==> src/rtl/layer_sequencer.sv <==
// Control FSM for a single-MAC fully-connected layer: loads x, sequences M bias+dot-product rows, streams y.
// Addresses/enables only; all arithmetic and memories live in the surrounding datapath.
module layer_sequencer #(
  parameter int N    = 8,
  parameter int M    = 6,
  parameter int LOGN = 3,
  parameter int LOGM = 3,
  parameter int LOGW = 6
) (
  input  logic            clk,
  input  logic            reset,
  input  logic            s_valid,
  output logic            s_ready,
  output logic            m_valid,
  input  logic            m_ready,
  output logic [LOGN-1:0] addr_x,
  output logic            wr_en_x,
  output logic [LOGW-1:0] addr_w,
  output logic [LOGM-1:0] addr_b,
  output logic            ld_bias,
  output logic            en_mac,
  output logic [LOGM-1:0] addr_y,
  output logic            wr_en_y
);

  localparam int KW = $clog2(N + 1);
  localparam int CW = $clog2(N + 3);
  localparam int RW = (M > 1) ? $clog2(M) : 1;

  localparam logic [KW-1:0] K_LAST    = KW'(N - 1);
  localparam logic [KW-1:0] K_SAT     = KW'(N);
  localparam logic [CW-1:0] C_NCOLS   = CW'(N);
  localparam logic [CW-1:0] C_BIAS    = CW'(1);
  localparam logic [CW-1:0] C_MAC_BEG = CW'(2);
  localparam logic [CW-1:0] C_MAC_END = CW'(N + 1);
  localparam logic [CW-1:0] C_LAST    = CW'(N + 2);
  localparam logic [RW-1:0] R_LAST    = RW'(M - 1);

  typedef enum logic [1:0] {
    LOAD = 2'd0,
    COMP = 2'd1,
    OUT  = 2'd2
  } state_t;

  state_t          state;
  logic [KW-1:0]   k;
  logic [CW-1:0]   c;
  logic [RW-1:0]   r;
  logic [RW-1:0]   i;
  logic            primed;

  // Last driven address values, replayed whenever a state does not own that address.
  logic [LOGN-1:0] hold_x;
  logic [LOGW-1:0] hold_w;
  logic [LOGM-1:0] hold_b;
  logic [LOGM-1:0] hold_y;

  logic [LOGN-1:0] col;
  logic [LOGW-1:0] w_idx;
  logic            fire;

  always_comb begin
    col   = (c < C_NCOLS) ? LOGN'(c) : LOGN'(N - 1);
    w_idx = LOGW'(r) * LOGW'(N) + LOGW'(col);
  end

  assign fire = (state == OUT) && primed && m_ready;

  always_comb begin
    s_ready = 1'b0;
    m_valid = 1'b0;
    wr_en_x = 1'b0;
    ld_bias = 1'b0;
    en_mac  = 1'b0;
    wr_en_y = 1'b0;
    addr_x  = hold_x;
    addr_w  = hold_w;
    addr_b  = hold_b;
    addr_y  = hold_y;
    if (!reset) begin
      addr_x = '0;
      addr_w = '0;
      addr_b = '0;
      addr_y = '0;
    end else begin
      case (state)
        LOAD: begin
          s_ready = 1'b1;
          wr_en_x = s_valid;
          addr_x  = LOGN'(k);
        end
        COMP: begin
          addr_x  = col;
          addr_w  = w_idx;
          addr_b  = LOGM'(r);
          ld_bias = (c == C_BIAS);
          en_mac  = (c >= C_MAC_BEG) && (c <= C_MAC_END);
          if (c == C_LAST) begin
            wr_en_y = 1'b1;
            addr_y  = LOGM'(r);
          end
        end
        OUT: begin
          m_valid = primed;
          // Look one word ahead on a fire so the sync-read y memory can stream back-to-back.
          addr_y  = fire ? LOGM'(i) + LOGM'(1) : LOGM'(i);
        end
        default: begin
          s_ready = 1'b0;
        end
      endcase
    end
  end

  always_ff @(posedge clk) begin
    if (!reset) begin
      state  <= LOAD;
      k      <= '0;
      c      <= '0;
      r      <= '0;
      i      <= '0;
      primed <= 1'b0;
      hold_x <= '0;
      hold_w <= '0;
      hold_b <= '0;
      hold_y <= '0;
    end else begin
      hold_x <= addr_x;
      hold_w <= addr_w;
      hold_b <= addr_b;
      hold_y <= addr_y;
      case (state)
        LOAD: begin
          if (s_valid) begin
            if (k != K_SAT) k <= k + KW'(1);
            if (k == K_LAST) begin
              state <= COMP;
              c     <= '0;
              r     <= '0;
            end
          end
        end
        COMP: begin
          if (c == C_LAST) begin
            if (r == R_LAST) begin
              state  <= OUT;
              i      <= '0;
              primed <= 1'b0;
            end else begin
              r <= r + RW'(1);
              c <= '0;
            end
          end else begin
            c <= c + CW'(1);
          end
        end
        OUT: begin
          primed <= 1'b1;
          if (fire) begin
            if (i == R_LAST) begin
              state  <= LOAD;
              k      <= '0;
              primed <= 1'b0;
            end else begin
              i <= i + RW'(1);
            end
          end
        end
        default: begin
          state <= LOAD;
        end
      endcase
    end
  end

endmodule
==> config.mk <==
export PLATFORM = sky130hd
export DESIGN_NAME = layer_sequencer
export DESIGN_NICKNAME = d
export VERILOG_FILES = /design/src/rtl/layer_sequencer.sv
export SDC_FILE = /design/constraint.sdc
export NUM_CORES = 1
export LEC_CHECK = 0
export CAP_MARGIN = 5
export CORE_ASPECT_RATIO = 1.1
export CORE_UTILIZATION = 30
export DETAILED_ROUTE_END_ITERATION = 16
export GPL_TIMING_DRIVEN = 0
export SKIP_CTS_REPAIR_TIMING = 1
export SLEW_MARGIN = 25
export SYNTH_ARGS = -nofsm -noshare
export SYNTH_HDL_FRONTEND = slang
export SYNTH_SLANG_ARGS = --single-unit
==> constraint.sdc <==
create_clock -name clk -period 2.4 [get_ports clk]
set_input_delay 0.48 -clock clk [delete_from_list [all_inputs] [get_ports clk]]
set_output_delay 0.48 -clock clk [all_outputs]
set_load 0.05 [all_outputs]
==> key figures, run 1 <==
Status
  • Status: complete, no violations

Setup path
  • CP Launch Type: flop
  • Critical path class: reg2out
  • Worst-path fanout max: 10
  • CP Data Arrival Time: 1850 ps
  • CP endpoint kind: output port
  • Crit path required time: 1920 ps

Cells and area
  • Layout overhead on the synthesized area: 27.98%
  • Core Util, Final: 40.94%
  • Share of cells above drive strength 1: 21.56%
  • Commonest non-fill, non-tap cells in the layout: dfxtp_1 (30), a21oi_1 (25), nand2_1 (21)
  • Antenna cells: 0
  • Commonest non-fill, non-tap cell in the layout: dfxtp_1
  • Final instance area: 2421 sq um
  • Layout Nets: 281

Placed design
  • Final HPWL from detailed placement: 3449 microns
  • # port buffers: 24
  • GP Congestion: 0.8109
  • Placement Cell Area: 2257 sq um

CTS
  • Clock H-tree levels: 2
  • Clock Tree Buf Depth: 2
  • CTS root buffer: clkbuf_8
  • Worst-Skew Late Latency: 290 ps
  • Num CTS Buffers: 5
  • CTS tree: built
  • CTS sink cnt: 32
  • Reg clk slew, reported paths: 70 ps

STA
  • Worst Max-Slew Pin Slew: 658.2 ps
  • Max-slew violation count: 0
  • Fin crit period: 2333 ps
  • Max Fclk: 0.4287 GHz
  • Max_slew headroom: 55.92%
  • Final hold slack: 484.6 ps
  • Hold Violations, Final: 0
  • Setup violators final: 0
  • Final period utilization: 97.20%
  • Clock Skews: 9.102 ps

Job
  • Total of max-cap violations: 0

Hold path
  • HP Class: reg2reg

Global routing
  • Initial antenna violation count: 0
  • Overall routing resource usage: 15.12%
  • GRT overflow: 0
  • Number of global-route vias before repair: 1,623
  • Largest net degree at the start of global routing: 11
  • Wire length of the first global-routing pass: 7976 microns

Synth
  • Yosys warnings: 0
  • Flops & latches, synth: 32
  • Netlist cell types: 43
  • Post-synth top area share: 33.86%
  • Register area share after synthesis: 33.86%
  • Top cell type by total area after synthesis: dfxtp_1
  • Post-Syn Nets: 251
  • Mapped Area: 1892 sq um
  • Syn Area/Cell: 7.949 sq um
  • Syn Inst Count: 238
  • Top cells by area, synth: dfxtp_1 (34%), a21oi_1 (8.2%), ha_1 (6.0%)

Floorplanning
  • I/O pins: 25
  • DIE AREA: 6628 sq um
  • Core area: 5914 sq um
  • Initial Utilization: 31.99%
  • Chip height: 85.29 microns
  • Die span in x: 77.72 microns
  • Rows: 29

Detailed routing
  • Drt drc: 0
  • First-pass detailed-route iteration total: 4
  • WL final: 4939 microns
  • Routed Antenna Nets: 0
  • First-iteration detailed-routing DRC count: 120
  • Via/cell ratio: 5.231
  • Via Count: 1,810
  • WL/cell: 14.27 microns

Power and ir drop
  • P_leak: 0.9008 nW
  • Max VDD drop: 209.2 uV
  • Pwr dens: 480.2 nW/um^2
  • PnR Total Power: 0.001163 W
[routing by layer]
metal	global-route usage, %	vias up	part of all wire (%)
met2	24.05	54	46
met5	0	-	0
met4	4.631	0	0.75
li1	-	921	-
met3	3.441	4	5.9
met1	20.25	831	48
[per-stage QoR]
stage	std cells	TNS, ps	setup slack (ps)
2_1_floorplan	238	-1524	-250.1
3_3_place_gp	339	-17320	-1105
3_5_place_dp	339	-17270	-1112
4_1_cts	347	-19590	-1130
5_1_grt	346	-54.75	-18.42
6_report	346	0	67.20
[Yosys cell counts]
master	instances
dfxtp_1	32
a21oi_1	31
nand2_1	21
o21ai_0	18
a31oi_1	11
clkbuf_1	11
nand2b_1	11
inv_1	10
ha_1	9
nand3_1	6
nor2_1	6
nor2b_1	6
a211oi_1	5
and2_1	4
and3_1	4
buf_2	4
nand4_1	4
o21a_1	4
o22ai_1	4
a21boi_0	3
buf_6	3
nor3_1	3
mux2i_1	2
nand3b_1	2
nand4b_1	2
o31a_1	2
o31ai_1	2
or4_1	2
xnor2_1	2
a41oi_1	1
and2_2	1
and4bb_2	1
nand4bb_1	1
nor3b_1	1
nor4_1	1
o2111a_1	1
o211ai_1	1
o21a_4	1
o311ai_0	1
or3_1	1
or4b_1	1
or4b_2	1
xor2_1	1
[power by group]
| group | internal (W) | leakage, nW | total, W | switching, W |
|---|---|---|---|---|
| Combinational | 0.0000352 | 0.586 | 0.0000989 | 0.0000636 |
| Sequential | 0.000536 | 0.259 | 0.000543 | 0.00000652 |
| Clock | 0.000308 | 0.0552 | 0.000521 | 0.000213 |
| Total | 0.000879 | 0.901 | 0.00116 | 0.000283 |
[cells by family (layout without fill, tap and decap cells)]
logic type,after synthesis,count (layout),share of synthesized area [%]
buffers and inverters,28,59,7.011
AND/OR/NAND/NOR,79,79,23.61
XOR/XNOR,3,3,1.389
flip-flops,32,32,33.86
AO/OA/AOI/OAI,85,85,27.12
adder cells (fa/ha/maj),9,9,5.952
multiplexers,2,2,1.058
[final timing paths]
check                    endpoint  depth (start not counted)  slack, ps                   from
max                        en_mac                          6         70  state[1]$_SDFFE_PN0P_
min          hold_w[1]$_SDFF_PN0_                          2        480   hold_w[1]$_SDFF_PN0_
max reg2reg     r[1]$_SDFFE_PN0P_                          6        450      k[1]$_SDFFE_PN0P_
min reg2reg  hold_w[1]$_SDFF_PN0_                          2        480   hold_w[1]$_SDFF_PN0_
[state kept, by name, summed over array words and instances, names as in the netlist]
name and cells:
c 4, hold_b 3, k 4, hold_w 6, state 2, hold_y 3
i 3, primed 1, hold_x 3, r 3
[layout make-up]
class | instances | area [sq um]
Fill cell | 596 | 3493
Sequential cell | 32 | 643.1
Clock inverter | 2 | 35.03
Buffer | 15 | 103.9
Inverter | 10 | 37.54
Clock buffer | 6 | 72.57
Tap cell | 77 | 96.34
Multi-Input combinational cell | 178 | 1204
Timing Repair Buffer | 26 | 229.0
[worst max-delay path: stages (launching register included)]
cell            delay [ps]
dfxtp_2                340
inv_1                  140
ha_4                   210
buf_6                  160
buf_6                  150
and3_1                 140
dlymetal6s2s_1         420
No activity file was read; power rests on OpenSTA's default activity.
==> run 2, diff against run 1 <==
--- a/config.mk
+++ b/config.mk
@@ -10,6 +10,7 @@
 export CORE_UTILIZATION = 30
 export DETAILED_ROUTE_END_ITERATION = 16
 export GPL_TIMING_DRIVEN = 0
+export PLACE_DENSITY = 0.5
 export SKIP_CTS_REPAIR_TIMING = 1
 export SLEW_MARGIN = 25
 export SYNTH_ARGS = -nofsm -noshare
==> key figures, run 2 (synthesis gave the netlist of run 1 again) <==
Setup path
  • CP Launch Type: flop (unchanged)
  • Crit path required time: 1920 ps (about the same)
  • FF-to-FF path depth: 6 (unchanged)
  • Crit path top cell by count: clkbuf_4 (was buf_6)
  • CP Data Arrival Time: 1850 ps (about the same)
  • Crit-path max cell delay: 330 ps (was 420 ps)
  • Worst R2R End: k[2]$_SDFFE_PN0P_ (was r[1]$_SDFFE_PN0P_)
  • R2R Setup Slk: 430 ps (was 450 ps)
  • Critical path class: reg2out (unchanged)
  • RR Startpoint: state[0]$_SDFFE_PN0P_ (was k[1]$_SDFFE_PN0P_)
  • CP endpoint kind: output port (unchanged)
  • Critical-path top delay cell: dfxtp_1 (was dlymetal6s2s_1)
  • Worst-path fanout max: 10 (unchanged)
  • Crit path cell chain: clkbuf_4 > and4bb_4 > nand3_1 > a21boi_0 > o21a_1 > clkbuf_4 (was inv_1 > ha_4 > buf_6 > buf_6 > and3_1 > dlymetal6s2s_1)

Detailed routing
  • Via/cell ratio: 5.119 (was 5.231)
  • Drt drc: 0 (unchanged)
  • First-iteration detailed-routing DRC count: 75 (was 120)
  • Via Count: 1,766 (was 1,810)
  • First-pass detailed-route iteration total: 4 (unchanged)
  • WL/cell: 14.16 microns (was 14.27 microns)
  • WL final: 4885 microns (was 4939 microns)
  • Routed Antenna Nets: 0 (unchanged)

Hold path
  • Hold endpoint: hold_w[0]$_SDFF_PN0_ (was hold_w[1]$_SDFF_PN0_)
  • HP Start: hold_w[0]$_SDFF_PN0_ (was hold_w[1]$_SDFF_PN0_)
  • HP Class: reg2reg (unchanged)
  • Hold path depth: 2 (unchanged)

STA
  • RSZ-0062 raised after global routing: yes
  • Clock Skews: 4.827 ps (was 9.102 ps)
  • Hold Violations, Final: 0 (unchanged)
  • Final hold slack: 486.8 ps (was 484.6 ps)
  • Max Fclk: 0.4292 GHz (was 0.4287 GHz)
  • Fin crit period: 2330 ps (was 2333 ps)
  • Setup violators final: 0 (unchanged)
  • Max-slew violation count: 0 (unchanged)
  • Final period utilization: 97.08% (was 97.20%)
  • Worst Max-Slew Pin Slew: 583.4 ps (was 658.2 ps)
  • Max_slew headroom: 60.92% (was 55.92%)

CTS
  • CTS sink cnt: 32 (unchanged)
  • Reg clk slew, reported paths: 70 ps (about the same)
  • Num CTS Buffers: 5 (unchanged)
  • CTS tree: built (unchanged)
  • Clock H-tree levels: 2 (unchanged)
  • Worst-Skew Late Latency: 290 ps (about the same)
  • CTS root buffer: clkbuf_8 (unchanged)
  • Clock Tree Buf Depth: 2 (unchanged)

Floorplanning
  • I/O pins: 25 (unchanged)
  • Die span in x: 77.72 microns (unchanged)
  • Core area: 5914 sq um (unchanged)
  • Rows: 29 (unchanged)
  • Initial Utilization: 31.99% (unchanged)
  • DIE AREA: 6628 sq um (unchanged)
  • Chip height: 85.29 microns (unchanged)

Global routing
  • Number of global-route vias before repair: 1,651 (was 1,623)
  • Initial antenna violation count: 0 (unchanged)
  • Wire length of the first global-routing pass: 8100 microns (was 7976 microns)
  • Largest net degree at the start of global routing: 11 (unchanged)
  • Overall routing resource usage: 15.55% (was 15.12%)
  • GRT overflow: 0 (unchanged)

Placed design
  • Placement Cell Area: 2257 sq um (unchanged)
  • # port buffers: 24 (unchanged)
  • Final HPWL from detailed placement: 3499 microns (was 3449 microns)
  • Post-Place Cells: 339 (unchanged)
  • GP Congestion: 0.7887 (was 0.8109)

Cells and area
  • Commonest non-fill, non-tap cells in the layout: dfxtp_1 (31), a21oi_1 (25), nand2_1 (21) (was dfxtp_1 (30), a21oi_1 (25), nand2_1 (21))
  • Layout overhead on the synthesized area: 25.40% (was 27.98%)
  • Commonest non-fill, non-tap cell in the layout: dfxtp_1 (unchanged)
  • Largest register by flop count: hold_w (unchanged)
  • Biggest regs: hold_w: 6 flops, c: 4 flops, k: 4 flops (unchanged)
  • Final instance area: 2372 sq um (was 2421 sq um)
  • Core Util, Final: 40.11% (was 40.94%)
  • Share of cells above drive strength 1: 21.27% (was 21.56%)
  • Layout Nets: 281 (unchanged)
  • Fin cells: 345 (was 346)
  • Max reg flops: 6 (unchanged)
  • Fillers: 616 (was 596)
  • Antenna cells: 0 (unchanged)

Power and ir drop
  • P_leak: 0.8624 nW (was 0.9008 nW)
  • Max VDD drop: 206.3 uV (was 209.2 uV)
  • Pwr dens: 440.7 nW/um^2 (was 480.2 nW/um^2)

Status
  • Status: complete, no violations (unchanged)

Job
  • Total of max-cap violations: 0 (unchanged)
## run 2: cell count changes in the layout (fill, tap and decap cells not counted), sizes merged
cell	before	now
clkbuf	20	26
dlymetal6s2s	6	5
bufinv	1	0
buf	19	14
## run 2: worst max-delay path by stage
stage / startpoint / end / slack [ps] / cells after the start
final: c[1]$_SDFFE_PN0P_ / addr_y[2] / 70 / 6
after global routing: c[1]$_SDFFE_PN0P_ / addr_y[2] / -50 / 6
after CTS: reset / addr_w[1] / -1180 / 6
after detailed placement: reset / addr_w[1] / -1170 / 6
after global placement: reset / addr_w[1] / -1170 / 6
after floorplan: state[1]$_SDFFE_PN0P_ / addr_x[1] / -250 / 7
## run 2: where the power goes
group | internal, W | switching (W)
clock network | 0.000197 | 0.000207
registers | 0.000536 | 0.00000624
logic | 0.0000357 | 0.0000634
## run 2: layer usage
| metal | global-route usage, % | vias up | part of all wire (%) |
|---|---|---|---|
| li1 | - | 920 | - |
| met1 | 20.48 | 812 | 50 |
| met4 | 6.175 | 0 | 1.1 |
| met3 | 2.473 | 6 | 3.3 |
| met5 | 0 | - | 0 |
| met2 | 25.26 | 28 | 46 |
## run 2: critical path, delay by kind of cell, from the launching register on
kind | cells | cell delay [ps]
AND/OR/NAND/NOR | 2 | 380
flip-flops | 1 | 330
buffers and inverters | 2 | 420
AO/OA/AOI/OAI | 2 | 440
## run 2: area by class of cell
| cell class | count | area [sq um] | share of cell area [%] |
|---|---|---|---|
| multi-input combinational | 178 | 1197 | 50.47 |
| sequential | 32 | 641.9 | 27.06 |
| timing repair buffer | 26 | 220.2 | 9.283 |
| buffer | 15 | 101.3 | 4.272 |
| tap | 77 | 96.34 | 4.061 |
| clock buffer | 6 | 72.57 | 3.059 |
| inverter | 10 | 37.54 | 1.582 |
| clock inverter | 1 | 5.005 | 0.2110 |
## run 2: stage by stage
stage	TNS [ps]	total power [W]	setup WS, ps
finish	0	0.001045	70.07
global route	-59.81	0.001088	-49.96
CTS	-20290	0.001046	-1179
detailed placement	-17900	0.0006476	-1167
global placement	-17950	0.0006471	-1174
floorplan	-1524	0.0006152	-250.1
